File: config.mk
export PLATFORM = sky130hd
export DESIGN_NAME = btn_conditioner
export DESIGN_NICKNAME = d
export VERILOG_FILES = /design/src/rtl/btn_conditioner.sv
export SDC_FILE = /design/constraint.sdc
export NUM_CORES = 1
export LEC_CHECK = 0
export BUFFER_PORTS_ARGS = -buffer_cell sky130_fd_sc_hd__buf_4
export CORE_MARGIN = 1.5
export CORE_UTILIZATION = 56
export CTS_CLUSTER_SIZE = 25
export DETAILED_ROUTE_END_ITERATION = 7
export PLACE_DENSITY = 0.87
export REMOVE_ABC_BUFFERS = 1
export SYNTH_ARGS = -nofsm -noshare
export SYNTH_HDL_FRONTEND = slang
export SYNTH_SLANG_ARGS = --single-unit
File: constraint.sdc
create_clock -name clk -period 3.1 [get_ports clk]
set_clock_uncertainty 0.1 [all_clocks]
set_input_delay 0.155 -clock clk [delete_from_list [all_inputs] [get_ports clk]]
set_output_delay 0.155 -clock clk [all_outputs]
set_load 0.03 [all_outputs]
File: src/rtl/btn_conditioner.sv
`default_nettype none
// ============================================================================
// Module   : btn_conditioner
// Purpose  : Synchronises and debounces five push-buttons, then emits
//            one-cycle step pulses with auto-repeat on the directions.
// Revision : 1.0 - initial release
// ============================================================================
module btn_conditioner #(
    parameter int DEBOUNCE_CYCLES = 1_000_000,
    parameter int REPEAT_DELAY    = 25_000_000,
    parameter int REPEAT_RATE     = 7_500_000
) (
    input  logic       clk,
    input  logic       rst,
    input  logic       in_btn_up,
    input  logic       in_btn_down,
    input  logic       in_btn_left,
    input  logic       in_btn_right,
    input  logic       in_selected,
    output logic       step_up,
    output logic       step_down,
    output logic       step_left,
    output logic       step_right,
    output logic       step_select,
    output logic [4:0] held
);

    localparam int c_NCHAN   = 5;
    localparam int c_SEL     = 4;
    localparam int c_DB_W    = $clog2(DEBOUNCE_CYCLES + 1);
    localparam int c_RPT_MAX = (REPEAT_DELAY > REPEAT_RATE) ? REPEAT_DELAY : REPEAT_RATE;
    localparam int c_RPT_W   = $clog2(c_RPT_MAX);

    localparam logic [c_DB_W-1:0]  c_DB_LAST    = c_DB_W'(DEBOUNCE_CYCLES - 1);
    localparam logic [c_DB_W-1:0]  c_DB_ONE     = c_DB_W'(1);
    localparam logic [c_RPT_W-1:0] c_DELAY_LOAD = c_RPT_W'(REPEAT_DELAY - 1);
    localparam logic [c_RPT_W-1:0] c_RATE_LOAD  = c_RPT_W'(REPEAT_RATE - 1);
    localparam logic [c_RPT_W-1:0] c_RPT_ONE    = c_RPT_W'(1);

    typedef enum logic [1:0] {
        ST_IDLE   = 2'd0,
        ST_DELAY  = 2'd1,
        ST_REPEAT = 2'd2
    } state_t;

    // ------------------------------------------------------------------------
    // Input synchronisation, bit order {select, right, left, down, up}
    // ------------------------------------------------------------------------
    logic [c_NCHAN-1:0] w_raw;
    logic [c_NCHAN-1:0] r_meta;
    logic [c_NCHAN-1:0] r_sync;
    logic [c_NCHAN-1:0] w_db;

    assign w_raw = {in_selected, in_btn_right, in_btn_left, in_btn_down, in_btn_up};

    always_ff @(posedge clk) begin
        if (rst) begin
            r_meta <= '0;
            r_sync <= '0;
        end else begin
            r_meta <= w_raw;
            r_sync <= r_meta;
        end
    end

    // ------------------------------------------------------------------------
    // Per-channel debouncer: state flips after DEBOUNCE_CYCLES disagreeing
    // samples in a row; any agreeing sample restarts the count.
    // ------------------------------------------------------------------------
    generate
        for (genvar gi = 0; gi < c_NCHAN; gi++) begin : g_chan
            logic              r_d;
            logic [c_DB_W-1:0] r_cnt;

            always_ff @(posedge clk) begin
                if (rst) begin
                    r_d   <= 1'b0;
                    r_cnt <= '0;
                end else if (r_sync[gi] != r_d) begin
                    if (r_cnt == c_DB_LAST) begin
                        r_d   <= ~r_d;
                        r_cnt <= '0;
                    end else begin
                        r_cnt <= r_cnt + c_DB_ONE;
                    end
                end else begin
                    r_cnt <= '0;
                end
            end

            assign w_db[gi] = r_d;
        end
    endgenerate

    // ------------------------------------------------------------------------
    // Select: rising-edge detector, no repeat
    // ------------------------------------------------------------------------
    logic r_sel_prev;
    logic r_step_sel;

    always_ff @(posedge clk) begin
        if (rst) begin
            r_sel_prev <= 1'b0;
            r_step_sel <= 1'b0;
        end else begin
            r_sel_prev <= w_db[c_SEL];
            r_step_sel <= w_db[c_SEL] & ~r_sel_prev;
        end
    end

    // ------------------------------------------------------------------------
    // Shared direction repeat FSM
    // ------------------------------------------------------------------------
    state_t             r_state;
    state_t             w_state_nxt;
    logic [c_RPT_W-1:0] r_rpt_cnt;
    logic [c_RPT_W-1:0] w_rpt_cnt_nxt;
    logic [3:0]         r_dir;
    logic [3:0]         w_dir_nxt;
    logic [3:0]         r_step_dir;
    logic [3:0]         w_step_dir_nxt;
    logic [3:0]         w_dirs;
    logic               w_single;

    assign w_dirs   = w_db[3:0];
    assign w_single = $onehot(w_dirs);

    always_ff @(posedge clk) begin
        if (rst) begin
            r_state    <= ST_IDLE;
            r_rpt_cnt  <= '0;
            r_dir      <= '0;
            r_step_dir <= '0;
        end else begin
            r_state    <= w_state_nxt;
            r_rpt_cnt  <= w_rpt_cnt_nxt;
            r_dir      <= w_dir_nxt;
            r_step_dir <= w_step_dir_nxt;
        end
    end

    always_comb begin
        w_state_nxt    = r_state;
        w_rpt_cnt_nxt  = r_rpt_cnt;
        w_dir_nxt      = r_dir;
        w_step_dir_nxt = '0;
        case (r_state)
            ST_IDLE: begin
                if (w_single) begin
                    w_step_dir_nxt = w_dirs;
                    w_dir_nxt      = w_dirs;
                    w_rpt_cnt_nxt  = c_DELAY_LOAD;
                    w_state_nxt    = ST_DELAY;
                end
            end
            ST_DELAY, ST_REPEAT: begin
                // r_dir is one-hot, so any change in the held set aborts
                if (w_dirs != r_dir) begin
                    w_state_nxt = ST_IDLE;
                end else if (r_rpt_cnt == '0) begin
                    w_step_dir_nxt = r_dir;
                    w_rpt_cnt_nxt  = c_RATE_LOAD;
                    w_state_nxt    = ST_REPEAT;
                end else begin
                    w_rpt_cnt_nxt = r_rpt_cnt - c_RPT_ONE;
                end
            end
            default: begin
                w_state_nxt = ST_IDLE;
            end
        endcase
    end

    assign step_up     = r_step_dir[0];
    assign step_down   = r_step_dir[1];
    assign step_left   = r_step_dir[2];
    assign step_right  = r_step_dir[3];
    assign step_select = r_step_sel;
    assign held        = w_db;

endmodule
`default_nettype wire

==> impl_metrics.env, run 1 <==
export IMPL_final_common_cell="dfxtp_1"
export IMPL_hold_end="g_chan[4].r_d"
export IMPL_p_leak_nw=2.72
export IMPL_cts_root_buffer="clkbuf_16"
export IMPL_grtUsageMet2_pct=36.1
export IMPL_power_density_nw_per_um2=543
export IMPL_setup_worst_path_start="g_chan[0].r_d"
export IMPL_cp_arrival_ns=3.19
export IMPL_critPathLaunchType="flip-flop"
export IMPL_die_y_microns=114
export IMPL_final_nets=845
export IMPL_worstSetupPathType="reg -> reg"
export IMPL_period_share_pct=95.2
export IMPL_diodes=0
export IMPL_use_met3_pct=5.31
export IMPL_async_flop_share_pct=0
export IMPL_drtIter0Drc=613
export IMPL_ys_seq_elements=152
export IMPL_synth_edf_count=0
export IMPL_rsz0062_at_grt="no"
export IMPL_vias=5581
export IMPL_grt_pass1_vias=5059
export IMPL_finalSetupViolCount=0
export IMPL_worst_r2r_endpoint="r_rpt_cnt[15]"
export IMPL_maxSlewViolCount=0
export IMPL_slowest_stage="or4_1"
export IMPL_grt_max_degree=53
export IMPL_synth_distinct_cells=55
export IMPL_postSynthAreaPerCell_sq_um=8.50
export IMPL_drc=0
export IMPL_port_buffers=16
export IMPL_globalRouteTotalUtil_pct=21.8
export IMPL_yosys_warnings=0
export IMPL_rows=40
export IMPL_regToRegStartpoint="g_chan[0].r_d"
export IMPL_min_path_cells=2
export IMPL_busiest_layer="met2"
export IMPL_hold_viol=0
export IMPL_hold_class="in -> reg"
export IMPL_synth_cells=806
export IMPL_cts_tree="built"
export IMPL_fin_crit_ns=2.95
export IMPL_ios=17
export IMPL_endpoint_kind="flip-flop"
export IMPL_cts_clk_slew_worst_paths_ns=0.06
export IMPL_critPathBufInv=2
export IMPL_cp_max_fo=5
export IMPL_max_freq_mhz=339
export IMPL_layout_common_cells="152 x dfxtp_1, 143 x nor2_1, 53 x nand2_1"
export IMPL_routed_via_density=5.66
export IMPL_start_util_pct=57.2
export IMPL_dp_hpwl_microns=8760
export IMPL_status="finished clean"
export IMPL_die_w_microns=114
export IMPL_clock_sinks=152
export IMPL_slowest_delay_ns=0.55
export IMPL_utilization_pct=65.1
export IMPL_ff2ff_setup_slack_ns=0.15
export IMPL_gp_congestion=0.874
export IMPL_drive_gt1_share_pct=7.75
export IMPL_cpLargestDelayFamily="adder cells"
export IMPL_grtUsageMet1_pct=28.0
export IMPL_die_area_sq_um=12900
export IMPL_synthesis_area_sq_um=6850
export IMPL_area_growth_pct=13.7
export IMPL_cap_violations=0
export IMPL_cts_path_max_buffers=2
export IMPL_wl_microns=13600
export IMPL_ctsHtreeMaxLevel=4
export IMPL_slew_headroom_pct=47.5
export IMPL_ir_drop_v=0.000330
export IMPL_grt_pass1_wl_microns=22900
export IMPL_timing_hold_ws_ns=0.113
export IMPL_cts_buffers=17
export IMPL_antenna_found_initial=0
export IMPL_dr_pass1_iters=5
export IMPL_clk_latency_ns=0.42
export IMPL_cp_data_required_time_ns=3.34
export IMPL_postRouteAntennaNets=0
export IMPL_holdCritStartpoint="rst"
export IMPL_tightest_slew_ns=0.781
export IMPL_avgRoutedWirePerCell_microns=13.8
export IMPL_rr_worst_depth=10
export IMPL_yosys_most_used_dff="dfxtp_1"
export IMPL_crit_chain="inv_1 -> fa_1 -> inv_1 -> ha_1 -> ha_1 -> nor3b_2 -> o211a_1 -> a21oi_2 -> or4_1 -> a21oi_1"
export IMPL_fill_cells=945
export IMPL_grt_overflow_total=0
export IMPL_core_sq_um=12000
export IMPL_seq_area_frac_synth_pct=44.4
## cell families after synthesis
logic type / Yosys count / synth area share [%]
simple gates: 391 / 28.2
fa+ha+maj: 11 / 2.12
mux: 5 / 0.731
flops: 152 / 44.4
compound gates: 81 / 7.89
xor+xnor: 98 / 12.5
buf+inv: 68 / 4.13
## cell type report
cell class	instances	area [sq um]	area share (%)
repair buffers	36	295	3.79
clock buffers	19	433	5.56
well taps	147	184	2.36
inverters	34	128	1.64
clock inverters	12	175	2.25
flip-flops and latches	152	3040	39.1
multi-input cells	586	3530	45.3
## worst register-to-register path, stage by stage (launching register included)
cell     delay (ns)
dfxtp_1        0.33
inv_1          0.06
fa_1           0.54
inv_1          0.04
ha_1           0.17
ha_1           0.29
nor3b_2        0.23
o211a_1        0.28
a21oi_2        0.11
or4_1          0.55
a21oi_1        0.17
## registers in the layout (all words and copies together) (netlist names)
signal,count
r_rpt_cnt,25
g_chan.r_cnt,100
r_state,2
step_select,1
r_dir,4
r_meta,5
r_sync,5
r_step_dir,4
r_sel_prev,1
g_chan.r_d,5
## power by group
group | switching (W) | internal (W)
clock network | 0.000796 | 0.00134
logic | 0.0000754 | 0.0000435
registers | 0.00000814 | 0.00196
total | 0.000879 | 0.00335
## how the worst max path moves through the flow
stage | slack, ns | cells after the start | to
after floorplan | -0.23 | 10 | r_rpt_cnt[15]
after global placement | 0.21 | 10 | r_rpt_cnt[15]
after detailed placement | 0.07 | 10 | r_rpt_cnt[15]
after CTS | 0.04 | 10 | r_rpt_cnt[15]
after global routing | 0.03 | 10 | r_rpt_cnt[15]
final | 0.15 | 10 | r_rpt_cnt[15]
## cells in the mapped netlist, types with 2 or more instances
| library cell | n | area [sq um] |
|---|---|---|
| dfxtp_1 | 152 | 3040 |
| nor2_1 | 143 | 537 |
| nand2_1 | 53 | 199 |
| nand3_1 | 49 | 245 |
| xnor2_1 | 49 | 429 |
| xor2_1 | 49 | 429 |
| inv_1 | 34 | 128 |
| nor4_1 | 27 | 169 |
| a21oi_1 | 26 | 130 |
| nor3_1 | 25 | 125 |
| and3_1 | 21 | 131 |
| clkbuf_1 | 21 | 78.8 |
| nand4_1 | 20 | 125 |
| nor2b_1 | 12 | 75.1 |
| ha_1 | 10 | 125 |
| or3_1 | 10 | 62.6 |
| o21ai_1 | 8 | 40.0 |
| buf_2 | 7 | 35.0 |
| o21ai_0 | 7 | 35.0 |
| a211oi_1 | 5 | 37.5 |
| buf_4 | 5 | 37.5 |
| mux2i_1 | 5 | 50.1 |
| or4_1 | 5 | 37.5 |
| and2_1 | 4 | 25.0 |
| and4_1 | 4 | 35.0 |
| nor3b_1 | 4 | 30.0 |
| o21a_1 | 4 | 30.0 |
| o41ai_1 | 4 | 35.0 |
| a32o_1 | 3 | 30.0 |
| a41o_1 | 3 | 30.0 |
| nand2b_1 | 3 | 18.8 |
| nand4b_1 | 3 | 26.3 |
| nor4bb_1 | 3 | 30.0 |
| a211o_1 | 2 | 17.5 |
| a21o_1 | 2 | 15.0 |
| a221oi_1 | 2 | 17.5 |
| a2bb2oi_1 | 2 | 17.5 |
| a31oi_1 | 2 | 12.5 |
| o31ai_1 | 2 | 15.0 |
## per-stage QoR
stage          total power, W  worst slack, ns  instances  TNS [ns]  instance area (sq um)
4_1_cts               0.00427           0.0407        985         0                   7770
3_5_place_dp          0.00213           0.0679        949         0                   7110
5_1_grt               0.00437           0.0314        986         0                   7790
2_1_floorplan         0.00208           -0.232        772     -2.33                   6690
3_3_place_gp          0.00212            0.211        949         0                   7110
6_report              0.00423            0.150        986         0                   7790
## metal layers
metal  part of all wire [%]  up-vias
met5                      0        -
met4                    1.1        0
met3                    3.7       17
met2                     48      111
met1                     47     2635
li1                       -     2818
## timing repair
item                                    4_1_cts  5_1_grt
buffers inserted                              0        1
endpoints found under the setup margin        0        3
gates resized for setup                       0        2
hold buffers                                  5        0
hold endpoints to repair                      5        0
Power figures use the tool's default switching activity.
==> run 2, diff against run 1 <==
- REMOVE_ABC_BUFFERS: 1 -> default
- SETUP_SLACK_MARGIN: default -> 0.02
==> run 2 against run 1 <==
Net effect:
- sequential cell count unchanged
- total power down 0.91%
- critical path depth unchanged
- die area unchanged
- largest power group unchanged
- highest routed layer unchanged
==> impl_metrics.env, run 2 (same netlist as run 1, synthesis figures left out) <==
export IMPL_worstSetupPathType="reg -> reg"
export IMPL_dp_hpwl_microns=8720
export IMPL_cp_data_required_time_ns=3.35
export IMPL_status="finished clean"
export IMPL_syn_nets=824
export IMPL_hold_class="in -> reg"
export IMPL_start_util_pct=57.2
export IMPL_cts_root_buffer="clkbuf_16"
export IMPL_rr_worst_depth=10
export IMPL_grtUsageMet1_pct=27.1
export IMPL_area_growth_pct=13.6
export IMPL_routed_via_density=5.61
export IMPL_p_leak_nw=2.72
export IMPL_ctsHtreeMaxLevel=4
export IMPL_cp_arrival_ns=3.12
export IMPL_cts_buffers=17
export IMPL_ir_drop_v=0.000485
export IMPL_grt_pass1_vias=5092
export IMPL_cap_violations=0
export IMPL_holdCritStartpoint="rst"
export IMPL_layout_common_cells="152 x dfxtp_1, 143 x nor2_1, 53 x nand2_1"
export IMPL_grt_max_degree=53
export IMPL_busiest_layer="met2"
export IMPL_final_common_cell="dfxtp_1"
export IMPL_maxSlewViolCount=0
export IMPL_vias=5532
export IMPL_core_sq_um=12000
export IMPL_use_met3_pct=6.32
export IMPL_ff2ff_setup_slack_ns=0.23
export IMPL_timing_hold_ws_ns=0.0963
export IMPL_finalSetupViolCount=0
export IMPL_cts_tree="built"
export IMPL_globalRouteTotalUtil_pct=21.7
export IMPL_final_nets=846
export IMPL_avgRoutedWirePerCell_microns=13.5
export IMPL_wl_microns=13300
export IMPL_power_density_nw_per_um2=539
export IMPL_die_w_microns=114
export IMPL_cts_setup_buffers=0
export IMPL_drtIter0Drc=449
export IMPL_largest_register_ffs=100
export IMPL_grt_pass1_wl_microns=22800
export IMPL_die_area_sq_um=12900
export IMPL_grt_overflow_total=0
export IMPL_gp_congestion=0.863
export IMPL_fill_cells=970
export IMPL_ios=17
export IMPL_drc=0
export IMPL_cts_path_max_buffers=2
export IMPL_clock_sinks=152
export IMPL_rsz0062_at_grt="no"
export IMPL_period_share_pct=92.6
export IMPL_hold_end="r_sync[1]"
export IMPL_drive_gt1_share_pct=7.75
export IMPL_regToRegStartpoint="g_chan[0].r_d"
export IMPL_hold_viol=0
export IMPL_clk_latency_ns=0.42
export IMPL_max_freq_mhz=348
export IMPL_cp_max_fo=4
export IMPL_postRouteAntennaNets=0
export IMPL_reg_largest_list="g_chan.r_cnt x100, r_rpt_cnt x25"
export IMPL_endpoint_kind="flip-flop"
export IMPL_fin_crit_ns=2.87
export IMPL_dr_pass1_iters=4
export IMPL_slew_headroom_pct=48.7
export IMPL_cts_clk_slew_worst_paths_ns=0.06
export IMPL_tightest_slew_ns=0.762
export IMPL_grtUsageMet2_pct=34.6
export IMPL_worst_r2r_endpoint="r_rpt_cnt[15]"
export IMPL_min_path_cells=2
export IMPL_pre_cts_slack_ns=0.135
export IMPL_die_y_microns=114
export IMPL_tns_ns=0
export IMPL_regMostFlops="g_chan.r_cnt"
export IMPL_antenna_found_initial=0
export IMPL_rows=40
export IMPL_diodes=0
export IMPL_critPathLaunchType="flip-flop"
export IMPL_port_buffers=16
export IMPL_fin_ws_ns=0.229
export IMPL_setup_worst_path_start="g_chan[0].r_d"
run 2: repair_timing:
action,in CTS,in global routing
hold buffers,5,0
endpoints found under the setup margin,0,2
endpoints found under the hold margin,5,0
gates resized for setup,0,1
run 2: metrics by stage:
| stage | util, % | cell area (sq um) | power [W] | cells |
|---|---|---|---|---|
| global placement | 59.5 | 7120 | 0.00212 | 951 |
| detailed placement | 59.5 | 7120 | 0.00212 | 951 |
| finish | 65.0 | 7780 | 0.00419 | 986 |
| floorplan | - | 6850 | 0.00209 | 806 |
| CTS | 65.0 | 7770 | 0.00422 | 986 |
| global route | 65.0 | 7780 | 0.00433 | 986 |
run 2: layer usage:
metal  wire (microns)  vias up
li1                 -     2817
met1             6190     2590
met2             6320      100
met3              485       25
met4              355        0
met5                0        -
run 2: layout make-up:
cell class | count | area [sq um] | share of cell area, %
clock buffers | 22 | 484 | 6.23
multi-input cells | 586 | 3530 | 45.4
well taps | 147 | 184 | 2.37
inverters | 34 | 128 | 1.64
clock inverters | 8 | 120 | 1.54
flip-flops and latches | 152 | 3040 | 39.1
repair buffers | 37 | 290 | 3.73
run 2: worst max-delay path by stage:
stage	to	cells after the start
6_report	r_rpt_cnt[15]	10
3_5_place_dp	r_rpt_cnt[16]	11
5_1_grt	r_rpt_cnt[15]	10
2_1_floorplan	r_rpt_cnt[19]	11
4_1_cts	r_rpt_cnt[15]	10
3_3_place_gp	r_rpt_cnt[15]	10
run 2: worst max-delay path, stage by stage (launching register included):
cell     delay (ns)
dfxtp_1        0.33
inv_1          0.06
fa_1           0.53
inv_1          0.04
ha_1           0.17
ha_1           0.28
nor3b_2        0.26
and3_1         0.26
a21oi_1        0.11
or4_1          0.53
a21oi_1        0.15
run 2: power by group:
| group | switching (W) | leakage (nW) | internal (W) |
|---|---|---|---|
| logic | 0.0000738 | 1.20 | 0.0000424 |
| registers | 0.00000852 | 1.23 | 0.00196 |
| clock network | 0.000764 | 0.294 | 0.00134 |
